$ cat src/rtl/mram_burst_ctrl_pkg.sv
// Shared types and constants for the serial-to-MRAM burst controller.
// No logic; FSM state encoding, select-bit positions and control idle level.
// No flow control.
package mram_ctrl_pkg;

    typedef enum logic [2:0] {
        IDLE,
        ADDR_SH,
        DATA_SH,
        SETUP,
        ACCESS,
        RECOVER,
        SHOUT,
        DONE
    } state_t;

    localparam int SEL_WR = 0;
    localparam int SEL_LO = 1;
    localparam int SEL_UP = 2;

    // MRAM strobes are active-low, so idle is a high level.
    localparam logic CTRL_INACTIVE = 1'b1;

endpackage

$ cat src/rtl/mram_burst_ctrl_shift_reg.sv
// Shift register with parallel load: SIPO or PISO depending on use.
// Load or shift takes effect at the next clk edge; load wins over shift.
// No flow control; the owner sequences load/shift_en.
module mram_shift_reg #(
    parameter int WIDTH     = 16,
    parameter bit MSB_FIRST = 1'b0
) (
    input  logic             clk,
    input  logic             rst,
    input  logic             load,
    input  logic [WIDTH-1:0] load_dat,
    input  logic             shift_en,
    input  logic             ser_in,
    output logic [WIDTH-1:0] par_out,
    output logic             ser_out
);

    logic [WIDTH-1:0] sr_q, sr_d;

    always_comb begin
        sr_d = sr_q;
        if (load) begin
            sr_d = load_dat;
        end else if (shift_en) begin
            if (MSB_FIRST) begin
                sr_d = {sr_q[WIDTH-2:0], ser_in};
            end else begin
                sr_d = {ser_in, sr_q[WIDTH-1:1]};
            end
        end
    end

    always_ff @(posedge clk) begin
        if (rst) begin
            sr_q <= '0;
        end else begin
            sr_q <= sr_d;
        end
    end

    assign par_out = sr_q;
    assign ser_out = MSB_FIRST ? sr_q[WIDTH-1] : sr_q[0];

endmodule

$ cat src/rtl/mram_burst_ctrl.sv
// Serial link to async MRAM burst controller: serial address in, 1..2^LEN_W words moved.
// Latency: 1+ADDR_W+(len+1)*(DATA_W+ACCESS_CYC+2) cycles from start to done.
// No backpressure: start is ignored while busy, serial bits are consumed on fixed cycles.
module mram_burst_ctrl
    import mram_ctrl_pkg::*;
#(
    parameter int ADDR_W     = 20,
    parameter int DATA_W     = 16,
    parameter int LEN_W      = 4,
    parameter int ACCESS_CYC = 4
) (
    input  logic              clk,
    input  logic              rst,
    input  logic              start,
    input  logic [2:0]        read_write_sel,
    input  logic [LEN_W-1:0]  burst_len,
    input  logic              addr_in,
    input  logic              data_in,
    output logic              ser_data_out,
    output logic              ser_valid,
    output logic              busy,
    output logic              done,
    output logic              err,
    output logic [ADDR_W-1:0] addr_out,
    output logic [DATA_W-1:0] data_out,
    output logic              data_oe,
    input  logic [DATA_W-1:0] mram_dq_in,
    output logic              chip_en,
    output logic              write_en,
    output logic              out_en,
    output logic              lower_byte_en,
    output logic              upper_byte_en
);

    localparam int HALF  = DATA_W / 2;
    localparam int CNT_W = $clog2((ADDR_W > DATA_W ? ADDR_W : DATA_W) + 1);
    localparam int ACC_W = $clog2(ACCESS_CYC + 1);

    state_t             state_q, state_d;
    logic [2:0]         sel_q, sel_d;
    logic [LEN_W-1:0]   len_q, len_d;
    logic [LEN_W-1:0]   word_q, word_d;
    logic [CNT_W-1:0]   bit_q, bit_d;
    logic [ACC_W-1:0]   acc_q, acc_d;

    logic addr_shift, addr_load, data_shift, rd_load, rd_shift;
    logic more_words, rd_ser;
    logic [ADDR_W-1:0] addr_inc;
    logic [DATA_W-1:0] rd_word, rd_par_unused;
    logic addr_ser_unused, data_ser_unused;

    assign more_words = (word_q != len_q);
    assign addr_inc   = addr_out + ADDR_W'(1);
    // Disabled lanes are zeroed at capture so they shift out as 0.
    assign rd_word    = mram_dq_in & {{HALF{sel_q[SEL_UP]}}, {HALF{sel_q[SEL_LO]}}};

    always_comb begin
        state_d    = state_q;
        sel_d      = sel_q;
        len_d      = len_q;
        word_d     = word_q;
        bit_d      = bit_q;
        acc_d      = acc_q;
        addr_shift = 1'b0;
        addr_load  = 1'b0;
        data_shift = 1'b0;
        rd_load    = 1'b0;
        rd_shift   = 1'b0;
        case (state_q)
            IDLE: begin
                if (start) begin
                    sel_d   = read_write_sel;
                    len_d   = burst_len;
                    word_d  = '0;
                    bit_d   = '0;
                    state_d = (read_write_sel[SEL_UP:SEL_LO] == 2'b00) ? DONE : ADDR_SH;
                end
            end
            ADDR_SH: begin
                addr_shift = 1'b1;
                if (bit_q == CNT_W'(ADDR_W - 1)) begin
                    bit_d   = '0;
                    state_d = sel_q[SEL_WR] ? DATA_SH : SETUP;
                end else begin
                    bit_d = bit_q + CNT_W'(1);
                end
            end
            DATA_SH: begin
                data_shift = 1'b1;
                if (bit_q == CNT_W'(DATA_W - 1)) begin
                    bit_d   = '0;
                    state_d = SETUP;
                end else begin
                    bit_d = bit_q + CNT_W'(1);
                end
            end
            SETUP: begin
                acc_d   = '0;
                state_d = ACCESS;
            end
            ACCESS: begin
                if (acc_q == ACC_W'(ACCESS_CYC - 1)) begin
                    rd_load = ~sel_q[SEL_WR];
                    state_d = RECOVER;
                end else begin
                    acc_d = acc_q + ACC_W'(1);
                end
            end
            RECOVER: begin
                addr_load = more_words;
                if (!sel_q[SEL_WR]) begin
                    state_d = SHOUT;
                end else if (more_words) begin
                    word_d  = word_q + LEN_W'(1);
                    state_d = DATA_SH;
                end else begin
                    state_d = DONE;
                end
            end
            SHOUT: begin
                rd_shift = 1'b1;
                if (bit_q == CNT_W'(DATA_W - 1)) begin
                    bit_d = '0;
                    if (more_words) begin
                        word_d  = word_q + LEN_W'(1);
                        state_d = SETUP;
                    end else begin
                        state_d = DONE;
                    end
                end else begin
                    bit_d = bit_q + CNT_W'(1);
                end
            end
            DONE:    state_d = IDLE;
            default: state_d = IDLE;
        endcase
    end

    always_ff @(posedge clk) begin
        if (rst) begin
            state_q <= IDLE;
            sel_q   <= '0;
            len_q   <= '0;
            word_q  <= '0;
            bit_q   <= '0;
            acc_q   <= '0;
        end else begin
            state_q <= state_d;
            sel_q   <= sel_d;
            len_q   <= len_d;
            word_q  <= word_d;
            bit_q   <= bit_d;
            acc_q   <= acc_d;
        end
    end

    mram_shift_reg #(.WIDTH(ADDR_W), .MSB_FIRST(1'b0)) u_addr_sipo (
        .clk(clk), .rst(rst), .load(addr_load), .load_dat(addr_inc),
        .shift_en(addr_shift), .ser_in(addr_in),
        .par_out(addr_out), .ser_out(addr_ser_unused)
    );

    mram_shift_reg #(.WIDTH(DATA_W), .MSB_FIRST(1'b0)) u_wdata_sipo (
        .clk(clk), .rst(rst), .load(1'b0), .load_dat('0),
        .shift_en(data_shift), .ser_in(data_in),
        .par_out(data_out), .ser_out(data_ser_unused)
    );

    mram_shift_reg #(.WIDTH(DATA_W), .MSB_FIRST(1'b1)) u_rdata_piso (
        .clk(clk), .rst(rst), .load(rd_load), .load_dat(rd_word),
        .shift_en(rd_shift), .ser_in(1'b0),
        .par_out(rd_par_unused), .ser_out(rd_ser)
    );

    always_comb begin
        busy          = (state_q != IDLE) && (state_q != DONE);
        done          = (state_q == DONE);
        err           = done && (sel_q[SEL_UP:SEL_LO] == 2'b00);
        ser_valid     = (state_q == SHOUT);
        ser_data_out  = ser_valid & rd_ser;
        data_oe       = sel_q[SEL_WR] &&
                        ((state_q == SETUP) || (state_q == ACCESS) || (state_q == RECOVER));
        chip_en       = CTRL_INACTIVE;
        write_en      = CTRL_INACTIVE;
        out_en        = CTRL_INACTIVE;
        lower_byte_en = CTRL_INACTIVE;
        upper_byte_en = CTRL_INACTIVE;
        if (state_q == ACCESS) begin
            chip_en       = ~CTRL_INACTIVE;
            write_en      = sel_q[SEL_WR]  ? ~CTRL_INACTIVE : CTRL_INACTIVE;
            out_en        = sel_q[SEL_WR]  ? CTRL_INACTIVE  : ~CTRL_INACTIVE;
            lower_byte_en = sel_q[SEL_LO]  ? ~CTRL_INACTIVE : CTRL_INACTIVE;
            upper_byte_en = sel_q[SEL_UP]  ? ~CTRL_INACTIVE : CTRL_INACTIVE;
        end
    end

endmodule

$ cat config.mk
export PLATFORM = sky130hd
export DESIGN_NAME = mram_burst_ctrl
export DESIGN_NICKNAME = d
export VERILOG_FILES = /design/src/rtl/mram_burst_ctrl_pkg.sv /design/src/rtl/mram_burst_ctrl_shift_reg.sv /design/src/rtl/mram_burst_ctrl.sv
export SDC_FILE = /design/constraint.sdc
export NUM_CORES = 1
export LEC_CHECK = 0
export BUFFER_PORTS_ARGS = -buffer_cell sky130_fd_sc_hd__buf_4
export CAP_MARGIN = 40
export CORE_UTILIZATION = 53
export DETAILED_ROUTE_END_ITERATION = 16
export GPL_ROUTABILITY_DRIVEN = 0
export PLACE_DENSITY_LB_ADDON = 0.12
export SLEW_MARGIN = 20
export SYNTH_ARGS = -nofsm -noshare
export SYNTH_HDL_FRONTEND = slang
export SYNTH_SLANG_ARGS = --single-unit
$ cat constraint.sdc
create_clock -name clk -period 2.1 [get_ports clk]
set_input_delay 0.21 -clock clk [delete_from_list [all_inputs] [get_ports clk]]
set_output_delay 0.21 -clock clk [all_outputs]
set_load 0.02 [all_outputs]
==> results.py <==
metrics = {
    "run_status": {
        "status": "completed",
    },
    "synthesis": {
        "yosysTopAreaCellShare_pct": 38.5,
        "ys_seq_elements": 74,
        "synth_fp_nets": 530,
        "synth_area_mm2": 0.00385,
        "synth_fa_ha_area_share_pct": 2.28,
        "yosysMostFrequentCell": "nand2_1",
        "synth_cells": 495,
        "synth-edff-count": 0,
        "yosys.area.top_type": "dfxtp_1",
        "synth_compound_gate_area_share_pct": 20.7,
        "synthTopCellsByCount": "nand2_1, dfxtp_1, a21oi_1",
        "yosys-top-cells-area": "dfxtp_1, nand2_1, a21oi_1, nor2_1, a31oi_1",
        "synth_xor_xnor_area_share_pct": 1.14,
        "async_flop_share_pct": 0,
        "synth-seq-area-share_pct": 38.5,
        "synthFlopType": "dfxtp_1",
        "synth_top_family_by_area": "simple AND/OR/NAND/NOR gates",
        "ys_types": 62,
        "synthMuxAreaShare_pct": 2.99,
        "yosys_warnings": 0,
        "syn_avg_cell_area_um2": 7.78,
        "synth_simple_gate_area_share_pct": 29.2,
    },
    "sta": {
        "fmax_mhz": 487,
        "period_share_pct": 97.7,
        "fin_crit_ns": 2.05,
        "whs_ns": 0.0983,
        "slew_violations": 0,
        "hold_viol_final": 0,
        "fin_worst_skew_ns": 0.0100,
        "setup_viol": 0,
        "grt_setup_unrepaired": "yes",
        "timing.final.ws_setup_ns": 0.0485,
        "finalSetupTns_ns": 0,
        "relSlewSlack_pct": 68.0,
        "worst_slew_pin_slew_ns": 0.479,
    },
    "global_route": {
        "grt_pass1_wl_um": 16000,
        "grt_max_degree": 40,
        "grt_pass1_vias": 3507,
        "grt_use_total_pct": 26.5,
        "antenna_found_initial": 0,
        "overflow": 0,
    },
    "finish": {
        "drive_above_1_share_pct": 24.8,
        "area_delta_synth_final_pct": 26.4,
        "nets": 611,
        "fill_cells": 603,
        "antenna_cells": 0,
    },
    "worst_setup_path": {
        "critPathMaxFanout": 4,
        "cp_data_arrival_time_ns": 2.29,
        "critical_path.endpoint_type": "flop",
        "path_class": "reg2reg",
        "startpoint_type": "flop",
        "crit_required_ns": 2.34,
    },
    "clocking": {
        "root_buffer": "clkbuf_8",
        "insertion_delay_ns": 0.35,
        "clock_sinks": 74,
        "clk_pin_slew_ns": 0.08,
        "cts-hold-fix-buffers": 0,
        "cts_tree": "built",
        "cts_htree_levels": 3,
        "numCtsBuffers": 9,
        "clk_path_buf_depth": 2,
    },
    "drt": {
        "vias": 3855,
        "routed_via_density": 5.69,
        "drtIter0Drc": 182,
        "drt-total-wl_um": 9640,
        "drtPass1Iterations": 5,
        "drt-wirelength-per-cell_um": 14.2,
        "drc": 0,
        "antenna_left": 0,
    },
    "die": {
        "fp.dieW_um": 87.2,
        "io_pins": 75,
        "core.rowCount": 30,
        "start_util_pct": 55.7,
        "die_y_um": 87.2,
        "dieArea_mm2": 0.00761,
        "core_mm2": 0.00691,
    },
    "place": {
        "portBuffers": 74,
        "post-place-ws_ns": -0.0347,
        "dp_hpwl_um": 6650,
    },
    "run": {
        "cap_violations": 0,
    },
    "worst_hold_path": {
        "worstHoldPathType": "in2reg",
    },
    "pwr": {
        "leakage_nw": 1.90,
        "powerDensity_mw_per_mm2": 1020,
        "vdd_ir_drop_max_uv": 687,
        "power_w": 0.00496,
    },
}
state kept, by name (all words and copies together), names as in the netlist:
name and flops:
state_q 3, u_rdata_piso.par_out 16, sel_q 3, u_addr_sipo.par_out 20, len_q 4, bit_q 5
u_wdata_sipo.par_out 16, word_q 4, acc_q 3
power breakdown:
part / total, W / switching (W) / internal [W]
Clock: 0.00116 / 0.000590 / 0.000571
Sequential: 0.00179 / 0.000234 / 0.00156
Combinational: 0.00201 / 0.00116 / 0.000847
Total: 0.00496 / 0.00198 / 0.00297
final cells by class:
cell class                      instances  area (um2)  area share (%)
Multi-Input combinational cell        376        2210            45.3
Sequential cell                        74        1490            30.5
Timing Repair Buffer                  104         806            16.6
Clock buffer                            9         124            2.55
Tap cell                               96         120            2.47
Clock inverter                          7        83.8            1.72
Inverter                               11        41.3           0.849
logic make-up after synthesis:
group	Yosys count
AO/OA/AOI/OAI	128
AND/OR/NAND/NOR	225
XOR/XNOR	5
multiplexers	11
buffers and inverters	45
flip-flops	74
adder cells (fa/ha/maj)	7
through the flow:
stage	instances	util (%)	area, um2
after CTS	676	69.8	4820
final	677	70.5	4870
after global placement	658	66.5	4590
after floorplan	495	-	3850
after global routing	677	70.5	4870
after detailed placement	659	66.6	4600
worst max-delay path, stage by stage (launching register included):
cell	delay [ns]
dfxtp_2	0.35
ha_4	0.15
nand3_2	0.10
inv_2	0.07
ha_2	0.17
nor4bb_1	0.05
or3_1	0.45
a211oi_4	0.27
nor2_2	0.06
mux2_2	0.27
layer usage:
| layer | global-route usage, % | wire length, um | up-vias |
|---|---|---|---|
| li1 | - | - | 1911 |
| met1 | 35.7 | 4370 | 1845 |
| met2 | 42.9 | 4710 | 90 |
| met3 | 4.36 | 456 | 9 |
| met4 | 9.54 | 104 | 0 |
| met5 | 0 | 0 | - |
path summary, 6_finish.rpt:
check | to | slack, ns | startpoint | depth (start not counted)
worst max-delay path | word_q[0] | 0.05 | bit_q[1] | 9
worst max register to register | word_q[0] | 0.05 | bit_q[1] | 9
worst min-delay path | len_q[2] | 0.1 | burst_len[2] | 3
worst min register to register | u_wdata_sipo.par_out[0] | 0.46 | u_wdata_sipo.par_out[0] | 2
cell usage in the layout (no fill, tap or decap), types with 4 or more instances in the layout:
master / count
a31oi_1: 17
and2_1: 7
clkbuf_8: 9
nor2_1: 42
nand2_1: 98
o21bai_1: 4
o21ai_0: 8
nand2b_1: 7
a32oi_1: 4
nor3_1: 5
xor2_1: 5
or3_1: 5
inv_1: 9
mux2i_1: 7
dfxtp_1: 71
and3_1: 7
nor2b_1: 4
a211oi_1: 4
nand3_1: 17
a21oi_1: 63
nor4_1: 4
ha_1: 5
buf_4: 102
what timing repair did:
action | 4_1_cts | 5_1_grt
endpoints found under the hold margin | 0 | 0
pin swaps | 2 | 4
setup endpoints to repair | 1 | 6
gates resized for setup | 2 | 10
setup buffers | 1 | 1
Note: power is estimated with default switching activity, not from simulation.
